## config.mk

```make
export PLATFORM = sky130hd
export DESIGN_NAME = pwm_dac_multi_flat
export DESIGN_NICKNAME = d
export VERILOG_FILES = /design/src/rtl/pwm_dac_multi_if.sv /design/src/rtl/pwm_dac_multi.sv /design/src/flat_wrapper.sv
export SDC_FILE = /design/constraint.sdc
export NUM_CORES = 1
export LEC_CHECK = 0
export CORE_MARGIN = 2
export CORE_UTILIZATION = 50
export DETAILED_ROUTE_END_ITERATION = 12
export PLACE_DENSITY = 0.69
export SYNTH_ARGS = -nofsm -noshare
export SYNTH_HDL_FRONTEND = slang
export SYNTH_SLANG_ARGS = --single-unit
```

## constraint.sdc

```tcl
create_clock -name clk -period 4.5 [get_ports clk]
set_input_delay 0.675 -clock clk [delete_from_list [all_inputs] [get_ports clk]]
set_output_delay 0.675 -clock clk [all_outputs]
set_load 0.05 [all_outputs]
```

## src/rtl/pwm_dac_multi_if.sv

```systemverilog
// Sample/control bundle between a sample source (master) and pwm_dac_multi (slave).
interface pwm_dac_multi_if #(
    parameter int DATA_WIDTH = 8,
    parameter int NUM_CH     = 4,
    parameter int DIV_WIDTH  = 8
);
    logic [NUM_CH*DATA_WIDTH-1:0] data_in;
    logic [NUM_CH-1:0]            data_valid;
    logic                         mode;
    logic [DIV_WIDTH-1:0]         div;
    logic [NUM_CH-1:0]            dac_out;
    logic                         dac_clk;
    logic                         period_start;

    modport master (
        output data_in, data_valid, mode, div,
        input  dac_out, dac_clk, period_start
    );

    modport slave (
        input  data_in, data_valid, mode, div,
        output dac_out, dac_clk, period_start
    );
endinterface

```

## src/rtl/pwm_dac_multi.sv

```systemverilog
// Multi-channel double-buffered PWM / first-order sigma-delta DAC with a
// glitch-free programmable dac_clk divider. Samples are written into per-channel
// shadows at any time and committed to the modulators only at the period boundary.
module pwm_dac_multi #(
    parameter int DATA_WIDTH = 8,
    parameter int NUM_CH     = 4,
    parameter int DIV_WIDTH  = 8
) (
    input  logic           clk,
    input  logic           rst_n,
    pwm_dac_multi_if.slave dac_if
);
    localparam int N = DATA_WIDTH;
    localparam logic [N-1:0] CNT_MAX = '1;

    logic [N-1:0]          cnt_q;
    logic [N-1:0]          shadow_q [NUM_CH];
    logic [N-1:0]          active_q [NUM_CH];
    // Only the low N bits of the accumulator persist; the carry is consumed
    // combinationally as the output bit of the same step.
    logic [N-1:0]          acc_q    [NUM_CH];
    logic [N-1:0]          acc_d    [NUM_CH];
    logic [N:0]            sd_sum   [NUM_CH];
    logic [NUM_CH-1:0]     dac_out_q, dac_out_d;
    logic                  mode_sh_q, active_mode_q;
    logic [DIV_WIDTH-1:0]  dcnt_q, div_lat_q;
    logic                  dac_clk_q, period_start_q;
    logic                  swap, mode_change;

    assign swap        = (cnt_q == CNT_MAX);
    assign mode_change = swap && (mode_sh_q != active_mode_q);

    // One sigma-delta step: previous residue plus sample, carry out in bit N.
    function automatic logic [N:0] sd_step(input logic [N-1:0] residue, input logic [N-1:0] val);
        return {1'b0, residue} + {1'b0, val};
    endfunction

    // Shared period counter; boundary pulse lands in the cycle where cnt wraps to 0
    always_ff @(posedge clk or negedge rst_n) begin
        if (!rst_n) begin
            cnt_q          <= '0;
            period_start_q <= 1'b0;
        end else begin
            cnt_q          <= cnt_q + 1'b1;
            period_start_q <= swap;
        end
    end

    // Shadow capture on strobes; active samples take the old shadow at the boundary
    always_ff @(posedge clk or negedge rst_n) begin
        if (!rst_n) begin
            for (int i = 0; i < NUM_CH; i++) begin
                shadow_q[i] <= '0;
                active_q[i] <= '0;
            end
        end else begin
            for (int i = 0; i < NUM_CH; i++) begin
                if (dac_if.data_valid[i]) shadow_q[i] <= dac_if.data_in[i*N +: N];
                if (swap)                 active_q[i] <= shadow_q[i];
            end
        end
    end

    // Mode is shadowed every cycle and committed only at the boundary
    always_ff @(posedge clk or negedge rst_n) begin
        if (!rst_n) begin
            mode_sh_q     <= 1'b0;
            active_mode_q <= 1'b0;
        end else begin
            mode_sh_q <= dac_if.mode;
            if (swap) active_mode_q <= mode_sh_q;
        end
    end

    // Next output bit and accumulator residue per channel for the committed mode
    always_comb begin
        dac_out_d = '0;
        for (int i = 0; i < NUM_CH; i++) begin
            sd_sum[i] = sd_step(acc_q[i], active_q[i]);
            acc_d[i]  = '0;
            if (active_mode_q) begin
                dac_out_d[i] = sd_sum[i][N];
                // A mode change restarts the modulator from a clean residue.
                acc_d[i]     = mode_change ? '0 : sd_sum[i][N-1:0];
            end else begin
                dac_out_d[i] = (cnt_q < active_q[i]);
            end
        end
    end

    // Register modulator residues and the output bits
    always_ff @(posedge clk or negedge rst_n) begin
        if (!rst_n) begin
            for (int i = 0; i < NUM_CH; i++) acc_q[i] <= '0;
            dac_out_q <= '0;
        end else begin
            for (int i = 0; i < NUM_CH; i++) acc_q[i] <= acc_d[i];
            dac_out_q <= dac_out_d;
        end
    end

    // dac_clk divider; a new divide value is latched only at a toggle so no runt pulses
    always_ff @(posedge clk or negedge rst_n) begin
        if (!rst_n) begin
            dcnt_q    <= '0;
            div_lat_q <= '0;
            dac_clk_q <= 1'b0;
        end else if (dcnt_q == div_lat_q) begin
            dac_clk_q <= ~dac_clk_q;
            dcnt_q    <= '0;
            div_lat_q <= dac_if.div;
        end else begin
            dcnt_q <= dcnt_q + 1'b1;
        end
    end

    assign dac_if.dac_out      = dac_out_q;
    assign dac_if.dac_clk      = dac_clk_q;
    assign dac_if.period_start = period_start_q;
endmodule
```

## src/flat_wrapper.sv

```systemverilog
// flat-port wrapper written by rule: the top's interface ports become plain ports
module pwm_dac_multi_flat 
#(
    parameter int DATA_WIDTH = 8,
    parameter int NUM_CH     = 4,
    parameter int DIV_WIDTH  = 8
)
  (clk, rst_n, dac_if_data_in, dac_if_data_valid, dac_if_mode, dac_if_div, dac_if_dac_out, dac_if_dac_clk, dac_if_period_start);
  pwm_dac_multi_if #(.DATA_WIDTH(DATA_WIDTH), .NUM_CH(NUM_CH), .DIV_WIDTH(DIV_WIDTH)) dac_if_i ();
  input  logic clk;
  input  logic rst_n;
  input wire logic [$bits(dac_if_i.data_in)-1:0] dac_if_data_in;
  input wire logic [$bits(dac_if_i.data_valid)-1:0] dac_if_data_valid;
  input wire logic [$bits(dac_if_i.mode)-1:0] dac_if_mode;
  input wire logic [$bits(dac_if_i.div)-1:0] dac_if_div;
  output wire logic [$bits(dac_if_i.dac_out)-1:0] dac_if_dac_out;
  output wire logic [$bits(dac_if_i.dac_clk)-1:0] dac_if_dac_clk;
  output wire logic [$bits(dac_if_i.period_start)-1:0] dac_if_period_start;
  assign dac_if_i.data_in = dac_if_data_in;
  assign dac_if_i.data_valid = dac_if_data_valid;
  assign dac_if_i.mode = dac_if_mode;
  assign dac_if_i.div = dac_if_div;
  assign dac_if_dac_out = dac_if_i.dac_out;
  assign dac_if_dac_clk = dac_if_i.dac_clk;
  assign dac_if_period_start = dac_if_i.period_start;
  pwm_dac_multi #(.DATA_WIDTH(DATA_WIDTH), .NUM_CH(NUM_CH), .DIV_WIDTH(DIV_WIDTH)) u_core (.clk(clk), .rst_n(rst_n), .dac_if(dac_if_i));
endmodule
```

==> flow_summary_export.csv <==
group,metric,value,unit
logic_synthesis,synth_top_area_share,48.1,%
finish,area_growth,19.5,%
drt,vias,4624,
sta,finalCriticalPeriod,2340,ps
clocking,cts_sinks,128,
clocking,cts-resized-gates,0,
global_routing,grt.met3_usage,4.89,%
clocking,cts_hold_buffers,0,
global_routing,met2_usage,32.7,%
clocking,htreeDepth,4,
worst_setup_path,crit_path_top_delay_cell,"nor2_4",
sta,hold_viol_final,0,
global_routing,grt.total_usage,21.0,%
floorplan,die-area,14300,um^2
worst_setup_path,startpoint,"u_core.cnt_q[1]$_DFF_PN0_",
drt,via_per_inst,5.57,
worst_setup_path,r2r_slack,2160,ps
global_routing,grt_max_degree,73,
floorplan,die_w,119,um
worst_setup_path,cp_num_buf_inv,1,
place,numPortBuffers,52,
sta,setup_slack,2160,ps
global_routing,antenna_found_initial,0,
logic_synthesis,yosysSeqAreaShare,48.1,%
finish,drive_gt1_share,13.0,%
finish,fillers,1069,
drt,ant_nets,0,
sta,setup_viol,0,
finish,num_antenna_cells,0,
worst_setup_path,worstSetupEndpointType,"flop",
worst_setup_path,r2r-start,"u_core.cnt_q[1]$_DFF_PN0_",
worst_setup_path,cp_cell_sequence,"ha_1, nand3_1, nor2_4, buf_4, mux2_2",
drt,drt_iter0_markers,282,
worst_setup_path,reg2reg_to,"u_core.active_mode_q$_DFFE_PN0P_",
clocking,cts_tree,"done",
min_path,hp-class,"in2async",
place,hpwl,9200,um
logic_synthesis,synth_seq_cells,128,
floorplan,start_util,50.7,%
floorplan,die_h,119,um
place,place.gp.congestion,0.871,
worst_setup_path,crit_arrival,2640,ps
logic_synthesis,avgSynthCellArea,11.4,um^2
floorplan,ios,53,
sta,fin_crit_sh,52.0,%
global_routing,grtUsageMet1,28.2,%
place,place_ws,2180,ps
sta,slew_violations,0,
worst_setup_path,critical_path_class,"reg2reg",
worst_setup_path,cp.depth,5,
logic_synthesis,synth_edf_count,0,
sta,tns,0,ps
clocking,clockBufferDepth,2,
global_routing,grt_first_pass_wirelength,23500,um
global_routing,grt_overflow,0,
sta,slew_headroom,21.0,%
logic_synthesis,netlist_area,6660,um^2
global_routing,top_usage_layer,"met2",
clocking,postCtsSetupBuffers,0,
power_and_ir_drop,irDropWorstVdd,0.255,mV
clocking,cts-root-buf,"clkbuf_16",
finish,regArea,3200,um^2
finish,multi_input_area,3230,um^2
drt,first_pass_iters,6,
drt,totalWireLength,13800,um
logic_synthesis,yosys.area.top_type,"dfrtp_1",
sta,fmax,427,MHz
worst_setup_path,cp-endpoint,"u_core.active_mode_q$_DFFE_PN0P_",
power_and_ir_drop,power_density,391,nW/um^2
worst_setup_path,cp_top_family,"simple AND/OR/NAND/NOR gates",
sta,rsz0062_at_grt,"false",
logic_synthesis,synth_area_leaders,"dfrtp_1 (48%), ha_1 (12%), mux2_2 (7.6%)",
worst_setup_path,critPathMaxFanout,34,
job,maxCapViolCount,0,
finish,nNetsFinal,754,
floorplan,core,13100,um^2
logic_synthesis,postSynthCellCount,584,
logic_synthesis,synth_ff_type,"dfrtp_1",
clocking,worst_skew_pair.late_latency,420,ps
logic_synthesis,ys_warn_count,0,
clocking,clkTransAtPathRegs,60,ps
drt,wl_per_cell,16.7,um
clocking,cts_buffers,17,
drt,drc_errors,0,
logic_synthesis,yosysUniqueCellTypes,42,
logic_synthesis,synth_commonest_cells,"dfrtp_1 (128), ha_1 (62), nand2_1 (48), mux2_2 (45), o21ai_0 (36)",
worst_setup_path,r2r_cells,5,
power_and_ir_drop,p_leak,0.00378,uW
worst_setup_path,critPathRequiredTime,4800,ps
logic_synthesis,synth.most_common_cell,"dfrtp_1",
sta,tightest_slew,1180,ps
logic_synthesis,synthArstFlopShare,100,%
worst_setup_path,cp_slowest_stage_delay,560,ps
logic_synthesis,syn_nets,697,
worst_setup_path,cp-start-kind,"flop",
floorplan,std_cell_rows,42,
outcome,outcome,"complete, no violations",
sta,skew,9.99,ps
global_routing,first_global_vias,4764,
kinds of logic after synthesis:
family                     count (synthesis)  share of synthesized area [%]
AOI/OAI and AO/OA                        137                           14.5
DFF                                      128                           48.1
adders and majority gates                 66                           12.9
xor gates and xnor gates                  25                           3.29
and+or+nand+nor                          131                           9.77
buffers and inverters                     49                           3.38
muxes                                     48                           8.06
worst register-to-register path: stages, from the launching register on:
cell and delay, ps:
dfrtp_1 450, ha_1 300, nand3_1 140, nor2_4 560
buf_4 400, mux2_2 380
where the power goes:
part	switching, uW	total (uW)	internal (uW)
Combinational	118	290	172
Sequential	92.4	1350	1260
Clock	504	1470	965
Total	714	3110	2390
metrics by stage:
| step | std cells | area [um^2] | utilization, % | power, uW | hold slack (ps) |
|---|---|---|---|---|---|
| floorplan | 584 | 6660 | - | 1540 | 379 |
| global placement | 798 | 7320 | 55.7 | 1650 | 453 |
| detailed placement | 798 | 7320 | 55.7 | 1660 | 461 |
| CTS | 830 | 7950 | 60.5 | 3140 | 340 |
| global route | 830 | 7950 | 60.5 | 3230 | 381 |
| finish | 830 | 7950 | 60.5 | 3110 | 317 |
final cells by class:
| type | count | area share (%) |
|---|---|---|
| Sequential cell | 128 | 40.3 |
| Clock buffer | 21 | 5.92 |
| Timing Repair Buffer | 54 | 6.86 |
| Multi-Input combinational cell | 407 | 40.6 |
| Clock inverter | 11 | 2.01 |
| Inverter | 33 | 1.56 |
| Tap cell | 176 | 2.77 |
layer usage:
layer | vias to the layer above | share of wire [%]
li1 | 2247 | -
met1 | 2246 | 47
met2 | 106 | 47
met3 | 25 | 4.0
met4 | 0 | 2.3
met5 | - | 0
flip-flops by register name, indices dropped and copies added (netlist names), 4 cells and up:
register	cells
u_core.dac_if.dac_out	4
u_core.shadow_q	32
u_core.acc_q	32
u_core.active_q	32
u_core.div_lat_q	8
u_core.cnt_q	8
u_core.dcnt_q	8
how the worst min path moves through the flow:
| stage | startpoint | to | slack (ps) | cells after the start |
|---|---|---|---|---|
| floorplan | rst_n | u_core.acc_q[0]$_DFF_PN0_ | 380 | 0 |
| global placement | u_core.dac_if.dac_clk$_DFFE_PN0N_ | u_core.dac_if.dac_clk$_DFFE_PN0N_ | 450 | 1 |
| detailed placement | u_core.dac_if.dac_clk$_DFFE_PN0N_ | u_core.dac_if.dac_clk$_DFFE_PN0N_ | 460 | 1 |
| CTS | rst_n | u_core.shadow_q[2]$_DFFE_PN0P_ | 340 | 1 |
| global route | rst_n | u_core.shadow_q[2]$_DFFE_PN0P_ | 380 | 1 |
| finish | rst_n | u_core.shadow_q[2]$_DFFE_PN0P_ | 320 | 1 |
cell usage in the layout (no fill, tap or decap), drive strengths merged, types with 4 or more instances in the layout:
cell type        n
dfrtp          128
a211o           16
bufinv           4
clkinv           5
a21oi           13
a21o            12
o2111ai          4
clkbuf          21
clkdlybuf4s50   51
o41ai            4
inv             33
nor3             4
nor2            32
xnor2           16
ha              62
nand3            9
or4              7
a2111oi         10
and3            11
nand2           48
o211ai           8
a22o             4
mux2            45
a22oi            4
xor2             9
fa               4
or3              4
and2             8
o21a            12
a211oi          11
o21ai           37
Power figures use the tool's default switching activity.
==> patch, RTL diff (same flow settings) <==
Reset style: synchronous (`rst_n`), changed in 5 clocked blocks.
--- a/src/rtl/pwm_dac_multi.sv
+++ b/src/rtl/pwm_dac_multi.sv
@@ -37,5 +37,5 @@
 
     // Shared period counter; boundary pulse lands in the cycle where cnt wraps to 0
-    always_ff @(posedge clk or negedge rst_n) begin
+    always_ff @(posedge clk) begin
         if (!rst_n) begin
             cnt_q          <= '0;
@@ -48,5 +48,5 @@
 
     // Shadow capture on strobes; active samples take the old shadow at the boundary
-    always_ff @(posedge clk or negedge rst_n) begin
+    always_ff @(posedge clk) begin
         if (!rst_n) begin
             for (int i = 0; i < NUM_CH; i++) begin
@@ -63,5 +63,5 @@
 
     // Mode is shadowed every cycle and committed only at the boundary
-    always_ff @(posedge clk or negedge rst_n) begin
+    always_ff @(posedge clk) begin
         if (!rst_n) begin
             mode_sh_q     <= 1'b0;
@@ -90,5 +90,5 @@
 
     // Register modulator residues and the output bits
-    always_ff @(posedge clk or negedge rst_n) begin
+    always_ff @(posedge clk) begin
         if (!rst_n) begin
             for (int i = 0; i < NUM_CH; i++) acc_q[i] <= '0;
@@ -101,5 +101,5 @@
 
     // dac_clk divider; a new divide value is latched only at a toggle so no runt pulses
-    always_ff @(posedge clk or negedge rst_n) begin
+    always_ff @(posedge clk) begin
         if (!rst_n) begin
             dcnt_q    <= '0;
Check against the original RTL: differs if rst_n is asserted again (counterexample within 4 cycles, from zero or initial values and one cycle with rst_n low); with rst_n held inactive, the same outputs for 10 cycles.
==> patch against the original RTL <==
  * Sequential cell count unchanged
  * Sequential power about the same
  * Global-route usage down 2.2 points
  * Hold slack better by 0.18 ns
  * Synthesized area down 4.1%
  * Synthesized cell count down 1.4%
  * Design area down 4.3%
  * Largest power group is now sequential cells
  * Cell count down 0.96%
  * Count of clock-buffer cells in the layout down 3
  * Setup slack worse by 0.72 ns
  * Wire length down 15%
  * Total power down 2.9%
==> patch: results (changes against the original RTL) <==
- The flow ran to the end, and the final reports show no timing, DRC or antenna violations.
- The global-route wire length before repair is 19500 um (-17%).
- The total wire length is 11700 um (-15%).
- The maximum number of pins on one net before global-route repair came to 35 (-52%).
- The total number of nets in the final design is 750 (-0.53%).
- The ratio of cells with drive above 1 in the final layout is 6.46% (-6.5 points).
- The ratio of routed vias to standard cells is 5.22 (-6.3%).
- The leakage power was 0.00346 uW (-8.5%).
- The compound-cell area share of the yosys netlist is 10.1% (-4.5 points).
- The maximum clock skew at final layout is 0.00664 ns (-0.00335 ns).
- The synthesized area divided by synthesized cell count is 11.1 um2 (-2.8%).
- In this run the worst setup path begins at rst_n.
- The end of the worst register-to-register path is u_core.active_q[1][7]$_SDFFCE_PN0P_.
- The most critical setup path has its endpoint at u_core.active_q[3][6]$_SDFFCE_PN0P_.
- The launch instance of the worst register-to-register path is u_core.cnt_q[1]$_SDFF_PN0_.
- The post-synth net total is 689 (-1.1%).
- The signal arrival time at the worst endpoint is 3.35 ns (+0.71 ns).
- By area the synthesized netlist is led by sky130_fd_sc_hd__edfxtp_1 30%, sky130_fd_sc_hd__dfxtp_1 20%, sky130_fd_sc_hd__ha_1 12%, sky130_fd_sc_hd__xor2_1 4.4%, sky130_fd_sc_hd__and3_1 3.7%.
- By count the netlist is led by 64 x sky130_fd_sc_hd__dfxtp_1, 64 x sky130_fd_sc_hd__edfxtp_1, 62 x sky130_fd_sc_hd__ha_1, 61 x sky130_fd_sc_hd__nor2_1, 42 x sky130_fd_sc_hd__inv_1.
- The global placer's final weighted congestion is 0.847 (-2.7%).
- The area share of the leading cell type in the synthesized netlist came to 30.1% (-18 points).
- The total global-route track usage is 18.8% (-2.2 points).
- The actual slew at the worst max-slew pin is 0.929 ns (-0.256 ns).
- The number of distinct library cell variants in the gate-level netlist after synthesis is 45 (+7.1%).
- The total length of routed met2 wires is 6000 um (-7.7%).
- The detailed-placement wirelength estimate is 8340 um (-9.4%).
- The fraction of the mapped netlist area in adder cells was 13.4% (+0.55 points).
- On the critical path, the stage with the largest delay is an instance of sky130_fd_sc_hd__clkdlybuf4s50_1.
- The mux share of post-synthesis cell area came to 1.25% (-6.8 points).
- The placed instance area was 0.00705 mm2 (-3.7%).
- The number of vias in the routed layout is 4292 (-7.2%).
- The minimum setup slack among reg-to-reg paths is 2.03 ns (-0.13 ns).
- The placed instance count is 790 (-1.0%).
- The routed length on met3 came to 487 um (-11%).
- The post-synthesis async set-or-reset flop share is 0% (-100 points).
- The peak per-stage delay on the critical path is 1.08 ns (+0.52 ns).
- The number of enable-type register cells in the synthesized netlist is 64 (+64).
- The highest ir drop seen on vdd is 306 uV (+20%).
- The cell family contributing the most delay on the critical path is buffers and inverters.
- The violation count after the first detailed-route iteration is 194 (-31%).
- The share of synthesized area occupied by flip-flops and latches is 50.2% (+2.1 points).
- The XOR/XNOR share of the synthesized area is 5.47% (+2.2 points).
[patch: area by class of cell]
| cell class | instances | area, um2 |
|---|---|---|
| Tap cell | 172 | 215 |
| Clock buffer | 18 | 429 |
| Sequential cell | 128 | 3200 |
| Inverter | 43 | 161 |
| Fill cell | 1027 | 4960 |
| Clock inverter | 14 | 130 |
| Multi-Input combinational cell | 393 | 2930 |
| Timing Repair Buffer | 54 | 536 |
[patch: where the power goes]
part	internal, uW	switching (uW)	total (uW)
sequential	1300	52.5	1350
combinational	179	195	374
clock	766	523	1290
total	2250	770	3020
[patch: through the flow]
step / hold WS [ns] / setup slack [ns]
final: 0.493 / 1.44
after global routing: 0.514 / 1.13
after CTS: 0.498 / 1.41
after detailed placement: 0.480 / 0.962
after global placement: 0.460 / 1.11
after floorplan: 0.436 / 2.41
[patch: metal layers]
metal  track usage, %  vias up
met5                0        -
met3             5.05       19
met4             7.92        0
met1             21.1     2012
met2             33.7       85
li1                 -     2176
